**src/rtl/mem_port_arbiter.sv**
```systemverilog
// Shares one memory port between instruction fetch and execute-stage data access.
// Define ARB_TIMEOUT_EN to add a busy timeout that force-completes an access with bus_err.
module mem_port_arbiter #(
  parameter int unsigned STARVE_LIMIT   = 4,
  parameter int unsigned TIMEOUT_CYCLES = 256
) (
  input  logic        CLK,
  input  logic        RST,
  input  logic        if_ren,
  input  logic [31:0] if_addr,
  output logic [31:0] if_rdata,
  output logic        if_ready,
  input  logic        flush,
  input  logic        d_ren,
  input  logic        d_wen,
  input  logic [31:0] d_addr,
  input  logic [31:0] d_wdata,
  input  logic [3:0]  d_byte_en,
  output logic [31:0] d_rdata,
  output logic        d_ready,
  output logic        mem_ren,
  output logic        mem_wen,
  output logic [31:0] mem_addr,
  output logic [31:0] mem_wdata,
  output logic [3:0]  mem_byte_en,
  input  logic [31:0] mem_rdata,
  input  logic        mem_busy,
  output logic        pipe_stall,
  output logic        bus_err
);

  if (STARVE_LIMIT < 1 || STARVE_LIMIT > 15 || TIMEOUT_CYCLES < 1) begin : gen_param_check
    $error("mem_port_arbiter: STARVE_LIMIT must be 1..15 and TIMEOUT_CYCLES at least 1");
  end

  typedef enum logic [1:0] {StIdle, StIfetch, StDaccess} state_e;

  state_e      state_q;
  logic [31:0] addr_q;
  logic [31:0] wdata_q;
  logic [3:0]  be_q;
  logic [3:0]  starve_q;
  logic        wen_q;
  logic        discard_q;

  logic data_req, starved, grant_fetch, grant_data;
  logic active, done, timeout_hit, discard_now;

  always_comb begin
    data_req    = d_ren | d_wen;
    starved     = if_ren && (starve_q == 4'(STARVE_LIMIT));
    grant_fetch = if_ren && (!data_req || starved);
    grant_data  = data_req && !grant_fetch;
    active      = (state_q != StIdle);
    done        = active && (!mem_busy || timeout_hit);
    // A flush in the completion cycle itself must already suppress if_ready.
    discard_now = discard_q | flush;
  end

  always_ff @(posedge CLK) begin
    if (RST) begin
      state_q   <= StIdle;
      addr_q    <= '0;
      wdata_q   <= '0;
      be_q      <= '0;
      starve_q  <= '0;
      wen_q     <= 1'b0;
      discard_q <= 1'b0;
    end else begin
      unique case (state_q)
        StIdle: begin
          if (grant_fetch) begin
            state_q   <= StIfetch;
            addr_q    <= if_addr;
            wdata_q   <= '0;
            be_q      <= 4'hf;
            wen_q     <= 1'b0;
            starve_q  <= '0;
            discard_q <= flush;
          end else if (grant_data) begin
            // Simultaneous read and write requests are treated as a write.
            state_q <= StDaccess;
            addr_q  <= d_addr;
            wdata_q <= d_wen ? d_wdata : '0;
            be_q    <= d_wen ? d_byte_en : 4'hf;
            wen_q   <= d_wen;
            if (if_ren) starve_q <= starve_q + 4'd1;
          end
        end
        StIfetch: begin
          if (done) begin
            state_q   <= StIdle;
            discard_q <= 1'b0;
          end else if (flush) begin
            discard_q <= 1'b1;
          end
        end
        StDaccess: begin
          if (done) state_q <= StIdle;
        end
        default: state_q <= StIdle;
      endcase
    end
  end

`ifdef ARB_TIMEOUT_EN
  localparam int unsigned TimerW = $clog2(TIMEOUT_CYCLES + 1);

  logic [TimerW-1:0] timer_q;

  // Counts busy strobe cycles of the current access; idle cycles always precede a grant.
  always_ff @(posedge CLK) begin
    if (RST || state_q == StIdle) begin
      timer_q <= '0;
    end else if (mem_busy && !timeout_hit) begin
      timer_q <= timer_q + TimerW'(1);
    end
  end

  assign timeout_hit = active && (timer_q == TimerW'(TIMEOUT_CYCLES));
`else
  assign timeout_hit = 1'b0;
`endif

  always_comb begin
    if_ready    = !RST && (state_q == StIfetch) && done && !discard_now;
    d_ready     = !RST && (state_q == StDaccess) && done;
    if_rdata    = (if_ready && !timeout_hit) ? mem_rdata : '0;
    d_rdata     = (d_ready && !wen_q && !timeout_hit) ? mem_rdata : '0;
    mem_ren     = !timeout_hit && ((state_q == StIfetch) || (state_q == StDaccess && !wen_q));
    mem_wen     = !timeout_hit && (state_q == StDaccess) && wen_q;
    mem_addr    = active ? addr_q : '0;
    mem_wdata   = active ? wdata_q : '0;
    mem_byte_en = active ? be_q : '0;
    pipe_stall  = (if_ren & ~if_ready) | ((d_ren | d_wen) & ~d_ready);
    bus_err     = 1'b0;
`ifdef ARB_TIMEOUT_EN
    bus_err     = (if_ready | d_ready) & timeout_hit;
`endif
  end

endmodule

```
**config.mk**
```make
export PLATFORM = sky130hd
export DESIGN_NAME = mem_port_arbiter
export DESIGN_NICKNAME = d
export VERILOG_FILES = /design/src/rtl/mem_port_arbiter.sv
export SDC_FILE = /design/constraint.sdc
export NUM_CORES = 1
export LEC_CHECK = 0
export ABC_CLOCK_PERIOD_IN_PS = 2000
export CAP_MARGIN = 20
export CORE_UTILIZATION = 35
export CTS_CLUSTER_DIAMETER = 40
export DETAILED_ROUTE_END_ITERATION = 8
export DONT_BUFFER_PORTS = 1
export REMOVE_ABC_BUFFERS = 1
export SLEW_MARGIN = 15
export SYNTH_ARGS = -nofsm -noshare
export SYNTH_HDL_FRONTEND = slang
export SYNTH_SLANG_ARGS = --single-unit
```
**constraint.sdc**
```tcl
create_clock -name CLK -period 2 [get_ports CLK]
set_clock_uncertainty 0.15 [all_clocks]
set_input_delay 0.4 -clock CLK [delete_from_list [all_inputs] [get_ports CLK]]
set_output_delay 0.4 -clock CLK [all_outputs]
set_load 0.02 [all_outputs]
```
==> impl_metrics.tcl <==
set metrics [dict create \
    grt_busiest_layer "met2" \
    first_global_vias 3533 \
    cp-start-kind "flip-flop" \
    cp_slowest_stage_delay_ns 0.34 \
    grt_pass1_wl_mm 19.06 \
    final_antenna_net_count 0 \
    postLayoutCoreUtil_pct 60.06 \
    core_area_um2 10940 \
    grt_util_met1_pct 23.28 \
    die_w_um 108.2 \
    drtIter0Drc 152 \
    min_path_type "input pin to flip-flop" \
    power.density_nw_per_um2 891.0 \
    grt_use_total_pct 22.01 \
    relSlewSlack_pct 66.55 \
    synth_seq_area_share_pct 38.55 \
    hold_violations 0 \
    reg2reg_slack_ns -0.10 \
    numClockSinks 76 \
    maxSlewViolCount 0 \
    crit_type "flip-flop to output port" \
    arrival_ns 1.99 \
    ys_ff_latch 76 \
    syn_avg_cell_area_um2 8.848 \
    tightest_slew_ns 0.5011 \
    status "finished, violations left" \
    routedWlPerCell_um 22.75 \
    nets 686 \
    worstPathRequired_ns 1.45 \
    timing.rr.start "state_q[0]" \
    ys.flop_type "dfxtp_1" \
    grt_use_met2_pct 40.76 \
    portBuffers 0 \
    cts_max_level 3 \
    synth_area_um2 3946 \
    vias 3853 \
    crit_top_cell "buf_4" \
    period_share_pct 126.8 \
    timing.fmax_mhz 394.3 \
    finalWorstSetupSlack_ns -0.5363 \
    rsz0062_at_grt "true" \
    hold_start "RST" \
    grt_start_max_net_pins 70 \
    synth_edf_count 0 \
    drive_gt1_share_pct 53.20 \
    pre_cts_ws_ns -0.1508 \
    r2r-end "starve_q[3]" \
    gp_congestion 0.7905 \
    synthToLayoutAreaGrowth_pct 66.42 \
    die_h_um 108.2 \
    ys_warn_count 0 \
    fillCellCount 884 \
    total_power_mw 5.852 \
    failed_checks "negative setup slack" \
    num_rows 38 \
    use_met3_pct 5.425 \
    crit_chain "inv_2 -> ha_4 -> or2_4 -> nor4_4 -> buf_4 -> buf_4 -> clkbuf_16 -> and2_4" \
    register_area_um2 1525 \
    insertion_delay_ns 0.33 \
    cp-end-kind "output port" \
    drt_pass1_iterations 5 \
    reg2reg_depth 11 \
    clock_path_buffers 2 \
    antenna_found_initial 0 \
    place_hpwl_mm 8.234 \
    hold_depth 1 \
    finalSetupViolCount 137 \
    ios 277 \
    ys_types 41 \
    start_util_pct 36.09 \
    cp_max_fo 9 \
    multi_input_area_um2 2889 \
    vias_per_cell 5.608 \
    worst_ir_drop_vdd_mv 0.4892 \
    cts_made_buffers 9 \
    p_leak_nw 2.824 \
    cts_tree "yes" \
    max_cap_violations 0 \
    crit_slowest_cell "dfxtp_2" \
    routed_wl_mm 15.63 \
    grt_remaining_overflow 0 \
    min_to "starve_q[3]" \
    fin_crit_ns 2.536 \
    die-area_um2 11700 \
    cts_root_buf "clkbuf_16" \
    postSynth.asyncResetShare_pct 0 \
    clk_pin_slew_worst_paths_ns 0.06 \
    netlist_instances 446 \
    diodes 0 \
    drc_errors 0 \
]
==> flip-flops by register name, indices dropped and copies added, names as in the netlist <==
signal,count
state_q,2
wen_q,1
starve_q,4
be_q,4
discard_q,1
wdata_q,32
addr_q,32
==> cell usage after synthesis (2+ instances only) <==
cell type  number  area, um2
nand2b_1        3      18.77
nand3_1         3      15.01
o21ai_0        33      165.2
and2_1         65      406.6
nand2_1         7      26.28
nor2_1          6      22.52
buf_6           5      56.30
clkbuf_1       27      101.4
a22o_1         32      280.3
o22ai_1         2      12.51
buf_2           3      15.01
nor2b_1        68      425.4
o221a_2         4      45.04
buf_4           4      30.03
mux2i_1        33      330.3
dfxtp_1        76       1521
nand3b_1        2      15.01
inv_1           7      26.28
ha_1            5      62.56
a21oi_1        40      200.2
==> how the worst max path moves through the flow <==
stage / from / endpoint / slack (ns)
floorplan: state_q[0] / wdata_q[0] / -3.49
global placement: state_q[0] / wdata_q[27] / -0.17
detailed placement: state_q[0] / if_rdata[8] / -0.15
CTS: state_q[0] / pipe_stall / -0.50
global route: state_q[1] / if_rdata[27] / -0.60
finish: state_q[0] / if_rdata[29] / -0.54
==> timing repair <==
action / CTS / global route
hold buffers: 1 / 0
endpoints found under the setup margin: 146 / 209
setup buffers: 19 / 15
gates cloned: 14 / 9
hold endpoints to repair: 7 / 0
gates resized for setup: 217 / 119
pin swaps: 30 / 28
==> power by group <==
| group | switching, mW | leakage [nW] | total (mW) | internal, mW |
|---|---|---|---|---|
| clock | 0.645 | 0.169 | 1.90 | 1.25 |
| combinational | 1.05 | 2.03 | 2.15 | 1.09 |
| sequential | 0.101 | 0.629 | 1.81 | 1.70 |
==> stage by stage <==
stage / hold WS, ns / setup TNS (ns) / instance area (um2) / cells
2_1_floorplan: 0.2712 / -347.35 / 3744 / 407
3_3_place_gp: 0.2840 / -10.43 / 4513 / 618
3_5_place_dp: 0.2980 / -7.333 / 4524 / 619
4_1_cts: 0.009975 / -46.27 / 5939 / 669
5_1_grt: 0.006286 / -56.98 / 6568 / 687
6_report: 0.02048 / -49.02 / 6568 / 687
==> cells in the final DEF, fill, tap and decap left out, types with 6 or more instances in the layout <==
cell type and instances:
a21oi_1 39, a22o_1 32, and2_4 62, buf_12 11, buf_16 10, buf_4 39, buf_6 50, clkbuf_16 16
dfxtp_1 73, mux2i_1 32, nand2_1 6, nor2b_1 15, nor2b_4 53, o21ai_0 33
==> per-layer routing <==
layer	share of wire [%]	vias to the layer above	routed length, um
li1	-	1738	-
met1	37	1905	5760
met2	54	186	8464
met3	6.5	24	1013
met4	2.5	0	393
met5	0	-	0
==> area by class of cell <==
class | count | share of cell area, %
multi-input cells | 325 | 43.99
repair buffers | 123 | 24.39
flip-flops and latches | 76 | 23.22
clock buffers | 10 | 3.639
well taps | 140 | 2.667
clock inverters | 6 | 1.696
inverters | 7 | 0.4001
==> logic make-up after synthesis <==
group / count (synthesis) / share of synthesized area [%]
flip-flops: 76 / 38.55
buffers and inverters: 46 / 5.802
AO/OA/AOI/OAI: 117 / 19.02
adder cells (fa/ha/maj): 5 / 1.585
multiplexers: 33 / 8.370
other: 1 / 0.09503
AND/OR/NAND/NOR: 168 / 26.57
==> worst max-delay path, delay by kind of cell, from the launching register on <==
family / cells / cell delay, ns
simple gates: 3 / 0.68
buf+inv: 4 / 0.49
fa+ha+maj: 1 / 0.15
flops: 1 / 0.34
Power figures use the tool's default switching activity.
